## src/rtl/circ_shift_pkg.sv

```systemverilog
// Shared definitions for the circular shift/unshift blocks: FSM encoding and
// default word width.
package circ_shift_pkg;

    localparam int CIRC_W = 8;

    typedef enum logic [1:0] {
        IDLE   = 2'd0,
        ROTATE = 2'd1,
        DONE   = 2'd2
    } circ_state_e;

endpackage

```

## src/rtl/rotr_step.sv

```systemverilog
// One-bit rotate-right of a WIDTH-bit word; purely combinational.
module rotr_step #(
    parameter int WIDTH = 8
) (
    input  logic [WIDTH-1:0] din,
    output logic [WIDTH-1:0] dout
);

    assign dout = {din[0], din[WIDTH-1:1]};

endmodule

```

## src/rtl/circular_unshifter_seq.sv

```systemverilog
// Multicycle rotate-right engine that undoes circular_shifter_8 rotations.
// Define CIRC_UNSHIFT_FAST_EN for a single-cycle barrel-rotate datapath.
module circular_unshifter_seq
    import circ_shift_pkg::*;
#(
    parameter  int WIDTH = CIRC_W,
    localparam int SHW   = $clog2(WIDTH)
) (
    input  logic             clk,
    input  logic             rst_n,
    input  logic             in_valid,
    output logic             in_ready,
    input  logic [WIDTH-1:0] in_data,
    input  logic [SHW-1:0]   in_shift,
    output logic             out_valid,
    input  logic             out_ready,
    output logic [WIDTH-1:0] out_data
);

    circ_state_e      state_q, state_d;
    logic [WIDTH-1:0] data_q, data_d;
    logic [SHW-1:0]   cnt_q, cnt_d;
    logic [WIDTH-1:0] load_data;
    logic             load_done;
    logic [WIDTH-1:0] step_data;

`ifdef CIRC_UNSHIFT_FAST_EN
    // Rotate via a doubled word so shift 0 needs no special case.
    logic [2*WIDTH-1:0] dbl;
    assign dbl       = {in_data, in_data} >> in_shift;
    assign load_data = dbl[WIDTH-1:0];
    assign load_done = 1'b1;
    assign step_data = data_q;
`else
    assign load_data = in_data;
    assign load_done = (in_shift == '0);

    rotr_step #(.WIDTH(WIDTH)) u_rotr_step (
        .din  (data_q),
        .dout (step_data)
    );
`endif

    always_comb begin
        state_d = state_q;
        data_d  = data_q;
        cnt_d   = cnt_q;
        case (state_q)
            IDLE: begin
                if (in_valid) begin
                    data_d  = load_data;
                    cnt_d   = in_shift;
                    state_d = load_done ? DONE : ROTATE;
                end
            end
            ROTATE: begin
                // Only entered with cnt_q >= 1, so the decrement never wraps.
                data_d = step_data;
                cnt_d  = cnt_q - 1'b1;
                if (cnt_q == SHW'(1)) state_d = DONE;
            end
            DONE: begin
                if (out_ready) state_d = IDLE;
            end
            default: state_d = IDLE;
        endcase
    end

    always_ff @(posedge clk or negedge rst_n) begin
        if (!rst_n) begin
            state_q <= IDLE;
            data_q  <= '0;
            cnt_q   <= '0;
        end else begin
            state_q <= state_d;
            data_q  <= data_d;
            cnt_q   <= cnt_d;
        end
    end

    assign in_ready  = (state_q == IDLE);
    assign out_valid = (state_q == DONE);
    assign out_data  = data_q;

endmodule
```

## config.mk

```make
export PLATFORM = sky130hd
export DESIGN_NAME = circular_unshifter_seq
export DESIGN_NICKNAME = d
export VERILOG_FILES = /design/src/rtl/circ_shift_pkg.sv /design/src/rtl/rotr_step.sv /design/src/rtl/circular_unshifter_seq.sv
export SDC_FILE = /design/constraint.sdc
export NUM_CORES = 1
export LEC_CHECK = 0
export ABC_AREA = 0
export CAP_MARGIN = 20
export CORE_ASPECT_RATIO = 1.25
export CORE_MARGIN = 1
export CORE_UTILIZATION = 41
export DETAILED_ROUTE_END_ITERATION = 16
export GPL_ROUTABILITY_DRIVEN = 0
export HOLD_SLACK_MARGIN = 0.06
export PLACE_DENSITY = 0.82
export SLEW_MARGIN = 20
export SYNTH_ARGS = -nofsm -noshare
export SYNTH_HDL_FRONTEND = slang
export SYNTH_HIERARCHICAL = 1
export SYNTH_SLANG_ARGS = --single-unit
```

## constraint.sdc

```tcl
create_clock -name clk -period 1.1 [get_ports clk]
set_input_delay 0.22 -clock clk [delete_from_list [all_inputs] [get_ports clk]]
set_output_delay 0.22 -clock clk [all_outputs]
set_load 0.1 [all_outputs]
```

==> metrics, run 1 <==
setup TNS=-3.27 ns; DRC violations left=0; synth unique cells=23; maximum root-to-sink buffer count=2; wire per inst=roughly 14 um; Die ar.=0.00218 sq mm; CP endpoint kind=output pin; layout cells sized above 1=48.4%; unrepaired setup endpoints after global routing=yes; CTS Buf Count=3; Total Wirelength=2.09 mm; syn_nets=105; Hold Crit Class=in -> async; Final setup viols=23; core area=0.00183 sq mm; DP HPWL=around 1.4 mm; clock latency at the later pin of the worst-skew pair=0.29 ns; via count=760; Post-Place Worst Slack=-0.384 ns; CTS H-tree lvls=1; FP Rows=17; CTS sink cnt=13; max_cap viols=0; Seq/Total Area, Yosys=between 30% and 40%; Starting Density=between 40 and 50%; CTS tree=done; status=finished with violations; Worst EP arrival=1.14 ns; Clock Pin Slew Worst Setup and Hold Paths=0.08 ns; Least-Margin Pin Slew=0.312 ns; Synth Area per Inst=9.30 sq um; Layout area overhead=70.8%; critical path fanouts, max=3; most common cell after layout, fill and taps aside=buf_4; first-pass GRT wire length=3.53 mm; Post-layout nets=146; I/O pin count=25; CP Launch Type=register; worst setup path start=state_q[0]; Final Max Slew Viols=0; Hold Fails Final Rpt=0; via-per-instance ratio=slightly above 5; FF+latch count, synth=13; f_max=733 MHz; post-route ant nets=0; fill cell count=135; vias in the first global route=835; reg2reg start=state_q[0]; synthesized cell area=between 800 and 900 sq um; depth of the most critical reg-to-reg path=7; critical path class=reg -> out; largest net degree at the start of global routing=14; antenna cells=0; grt total ovfl=0; Die W=42.0 um; gr usage total=21.9%; Final period util=124%; drt pass-1 iters=4; most frequent cells in the layout=buf_4 (19), clkdlybuf4s50_1 (13), buf_12 (11); post-route minimum period=around 1.4 ns; R2R Setup Slk=-0.21 ns; worst flop-to-flop path endpoint=out_data[6]; initial antenna violation count=0; Root Buffer=clkbuf_4; worst path required time=0.88 ns; Starting DRT DRC Count=8; violated checks=negative setup slack; synth warn=6; setup ws final=-0.264 ns; cell count after synthesis=just under 90; Clock Skew=around 0.0028 ns; Slew HR=79.2%; Critical Path End=out_valid; port bufs=24; die height=52.0 um
[cell families (layout without fill, tap and decap cells)]
group / count (synthesis) / after routing / synth area share (%)
AOI/OAI and AO/OA: 28 / 28 / 21.4
and+or+nand+nor: 26 / 26 / 20.0
buffers and inverters: 19 / 59 / 15.7
DFF: 13 / 13 / 39.8
adders and majority gates: 2 / 2 / 3.06
[per-layer routing]
layer | share of wire (%) | GRT usage, % | wire (um) | vias up
li1 | - | - | - | 380
met1 | 40 | 23.5 | 834 | 358
met2 | 55 | 39.1 | 1140 | 20
met3 | 4.0 | 5.56 | 83 | 2
met4 | 1.6 | 11.8 | 34 | 0
met5 | 0 | 0 | 0 | -
[stage by stage]
| stage | cell area, sq um | util (%) | std cells | hold WS [ns] |
|---|---|---|---|---|
| 5_1_grt | 1400 | 76.4 | 147 | 0.257 |
| 2_1_floorplan | 895 | - | 88 | -0.0756 |
| 3_5_place_dp | 1230 | 67.2 | 129 | 0.502 |
| 6_report | 1400 | 76.4 | 147 | 0.234 |
| 4_1_cts | 1390 | 75.7 | 146 | 0.237 |
| 3_3_place_gp | 1230 | 67.2 | 129 | 0.496 |
[cell usage after synthesis, drive strengths merged]
cell type  number  area [sq um]
o22a            3          26.3
nand2b          1          6.26
nor3            1          5.00
o21ai          10          50.1
dfrtp          13           325
a21oi          10          50.1
buf            13           106
a22oi           2          15.0
nand2           9          33.8
a31oi           1          6.26
nor2            4          15.0
and3b           6          52.6
clkbuf          1          3.75
nor2b           1          6.26
ha              2          25.0
and2b           1          7.51
nor3b           3          37.5
o21bai          1          18.8
a32oi           1          8.76
inv             5          18.8
[worst min path at each step]
stage	startpoint	end
global placement	cnt_q[1]	cnt_q[1]
detailed placement	cnt_q[1]	cnt_q[1]
global route	rst_n	out_data[0]
CTS	rst_n	out_data[0]
finish	rst_n	out_data[0]
floorplan	rst_n	cnt_q[0]
[layout make-up]
cell class | count | area [sq um] | area share, %
Clock buffer | 4 | 26.3 | 1.88
Inverter | 5 | 18.8 | 1.34
Multi-Input combinational cell | 56 | 409 | 29.3
Sequential cell | 13 | 357 | 25.5
Tap cell | 19 | 23.8 | 1.70
Timing Repair Buffer | 50 | 563 | 40.3
[repair_timing]
| action | 4_1_cts | 5_1_grt |
|---|---|---|
| setup endpoints to repair | 22 | 23 |
| hold buffers | 0 | 0 |
| resized for setup | 17 | 4 |
| gates cloned | 1 | 0 |
| setup buffers | 12 | 2 |
| pin swaps | 9 | 7 |
[flip-flops by register name, summed over array words and instances (netlist names)]
register and flops:
out_data 8, state_q 2, cnt_q 3
[critical path, cell delays in order (launching register included)]
cell     delay (ns)
dfrtp_1        0.42
buf_12         0.14
nor2b_4        0.12
buf_12         0.18
Power of run 1 is not shown: default switching activity piles up to over one toggle a cycle in this logic, so the estimate is an artifact.
==> inputs of run 2 (changes only) <==
REMOVE_ABC_BUFFERS = 1   (was unset)
==> run 2 against run 1 <==
Effect of this change:
- the flow still finishes with violations (negative setup slack)
- sequential share of layout area fell by 2.5 points
- fmax grew 0.26%
- wire length is 38% higher
- clock skew is 0.00078 ns higher
- hold slack better by 0.0063 ns
- critical path depth unchanged
==> metrics, run 2 (same netlist as run 1, synthesis figures left out) <==
Post-layout nets=147 (+0.68%); Starting DRT DRC Count=25 (+17); CTS tree=done; DP HPWL=1.48 mm (+4.1%); worst path required time=0.88 ns (about the same); largest net degree at the start of global routing=14 (unchanged); max FFs per register=8 (unchanged); Die W=42.0 um (unchanged); initial antenna violation count=0 (unchanged); die height=52.0 um (unchanged); Slew HR=73.0% (-6.2 points); Least-Margin Pin Slew=0.402 ns (+0.0903 ns); gr usage total=25.7% (+3.8 points); CP endpoint kind=output pin; core area=0.00183 sq mm (unchanged); grt total ovfl=0 (unchanged); Layout area overhead=73.7%; Root Buffer=clkbuf_4; R2R Setup Slk=-0.24 ns (-0.03 ns); GRT Max-Usage Layer=met2; Final period util=124% (-0.32 points); Final Max Slew Viols=0 (unchanged); first-pass GRT wire length=4.11 mm (+16%); Total Wirelength=2.89 mm (+38%); Worst EP arrival=1.14 ns (about the same); grt met1 use=27.9% (+4.4 points); setup ws final=-0.261 ns (+0.00353 ns); violated checks=negative setup slack; FP Rows=17 (unchanged); max_cap viols=0 (unchanged); depth of the most critical reg-to-reg path=5 (-2); reg2reg start=state_q[0]; Hold Fails Final Rpt=0 (unchanged); antenna cells=0 (unchanged); post-route ant nets=0 (unchanged); unrepaired setup endpoints after global routing=yes; critical path fanouts, max=3 (unchanged); CTS sink cnt=13 (unchanged); drt pass-1 iters=4 (unchanged); wire per inst=19.5 um (+37%); maximum root-to-sink buffer count=2 (unchanged); vias in the first global route=892 (+6.8%); f_max=735 MHz (+0.26%); fill cell count=92 (-32%); DRC violations left=0 (unchanged); I/O pin count=25 (unchanged); status=finished with violations; port bufs=24 (unchanged); via count=859 (+13%); post-route minimum period=1.36 ns (-0.00353 ns); Clock Skew=0.00358 ns (+0.000783 ns); Die ar.=0.00218 sq mm (unchanged); worst flop-to-flop path endpoint=cnt_q[2]; via-per-instance ratio=5.80 (+12%); CTS Buf Count=3 (unchanged); Hold Crit Class=in -> async; critical path class=reg -> out; CTS H-tree lvls=1 (unchanged); setup TNS=-2.89 ns (+0.382 ns); Clock Pin Slew Worst Setup and Hold Paths=0.08 ns (about the same); Register Area=327 sq um (-8.4%); Post-Route Utilization=77.7% (+1.3 points); clock latency at the later pin of the worst-skew pair=0.29 ns (about the same); routing usage on met3=5.90% (+0.35 points); layout cells sized above 1=45.0% (-3.5 points); met2 usage=45.1% (+6.0 points); CP Launch Type=register; most frequent cells in the layout=buf_4 (22), clkdlybuf4s50_1 (14), dfrtp_1 (12); multi-input logic area=430 sq um (+5.2%); Final setup viols=22 (-4.3%); Starting Density=44.7% (unchanged); Post-Place Worst Slack=-0.354 ns (+0.0305 ns); most common cell after layout, fill and taps aside=buf_4
==> run 2: area by class of cell <==
type                       count  share of cell area [%]
inverter                       5                    1.32
clock buffer                   4                    1.85
tap                           19                    1.67
timing repair buffer          51                    41.9
sequential                    13                    23.0
multi-input combinational     56                    30.3
==> run 2: metrics by stage <==
stage / area [sq um] / hold WS (ns) / cells
detailed placement: 1140 / 0.497 / 125
global route: 1420 / 0.237 / 148
floorplan: 708 / -0.0756 / 74
finish: 1420 / 0.240 / 148
global placement: 1140 / 0.495 / 125
CTS: 1350 / 0.244 / 143
==> run 2: worst max-delay path, cell delays in order (launching register included) <==
cell and delay, ns:
dfrtp_1 0.41, buf_6 0.14, nor2b_4 0.12, buf_12 0.18
==> run 2: per-layer routing <==
layer | up-vias | routed length [um]
li1 | 379 | -
met5 | - | 0
met3 | 11 | 174
met1 | 424 | 1090
met2 | 45 | 1550
met4 | 0 | 80
==> run 2: timing repair <==
item | in CTS | in global routing
pin swaps | 4 | 4
hold buffers | 0 | 0
buffers inserted | 13 | 5
hold endpoints to repair | 0 | 0
setup endpoints to repair | 23 | 23
gates cloned | 1 | 0
gates resized for setup | 17 | 12
==> run 2: how the worst max path moves through the flow <==
stage                 endpoint        from  cells past startpoint  slack (ns)
floorplan            out_valid  state_q[0]                      1       -1.17
global placement      cnt_q[2]    in_valid                      5       -0.28
detailed placement  state_q[1]    in_valid                      5       -0.35
CTS                  out_valid  state_q[0]                      3       -0.25
global route         out_valid  state_q[0]                      3       -0.30
finish               out_valid  state_q[0]                      3       -0.26
Power of run 2 is left out for the same reason.
==> inputs of run 3 (changes only) <==
SETUP_SLACK_MARGIN = 0.1   (was unset)
==> results of run 3 <==
Same layout as run 2: the final DEF is identical, and so are final timing and power.
Power of run 3 is left out for the same reason.
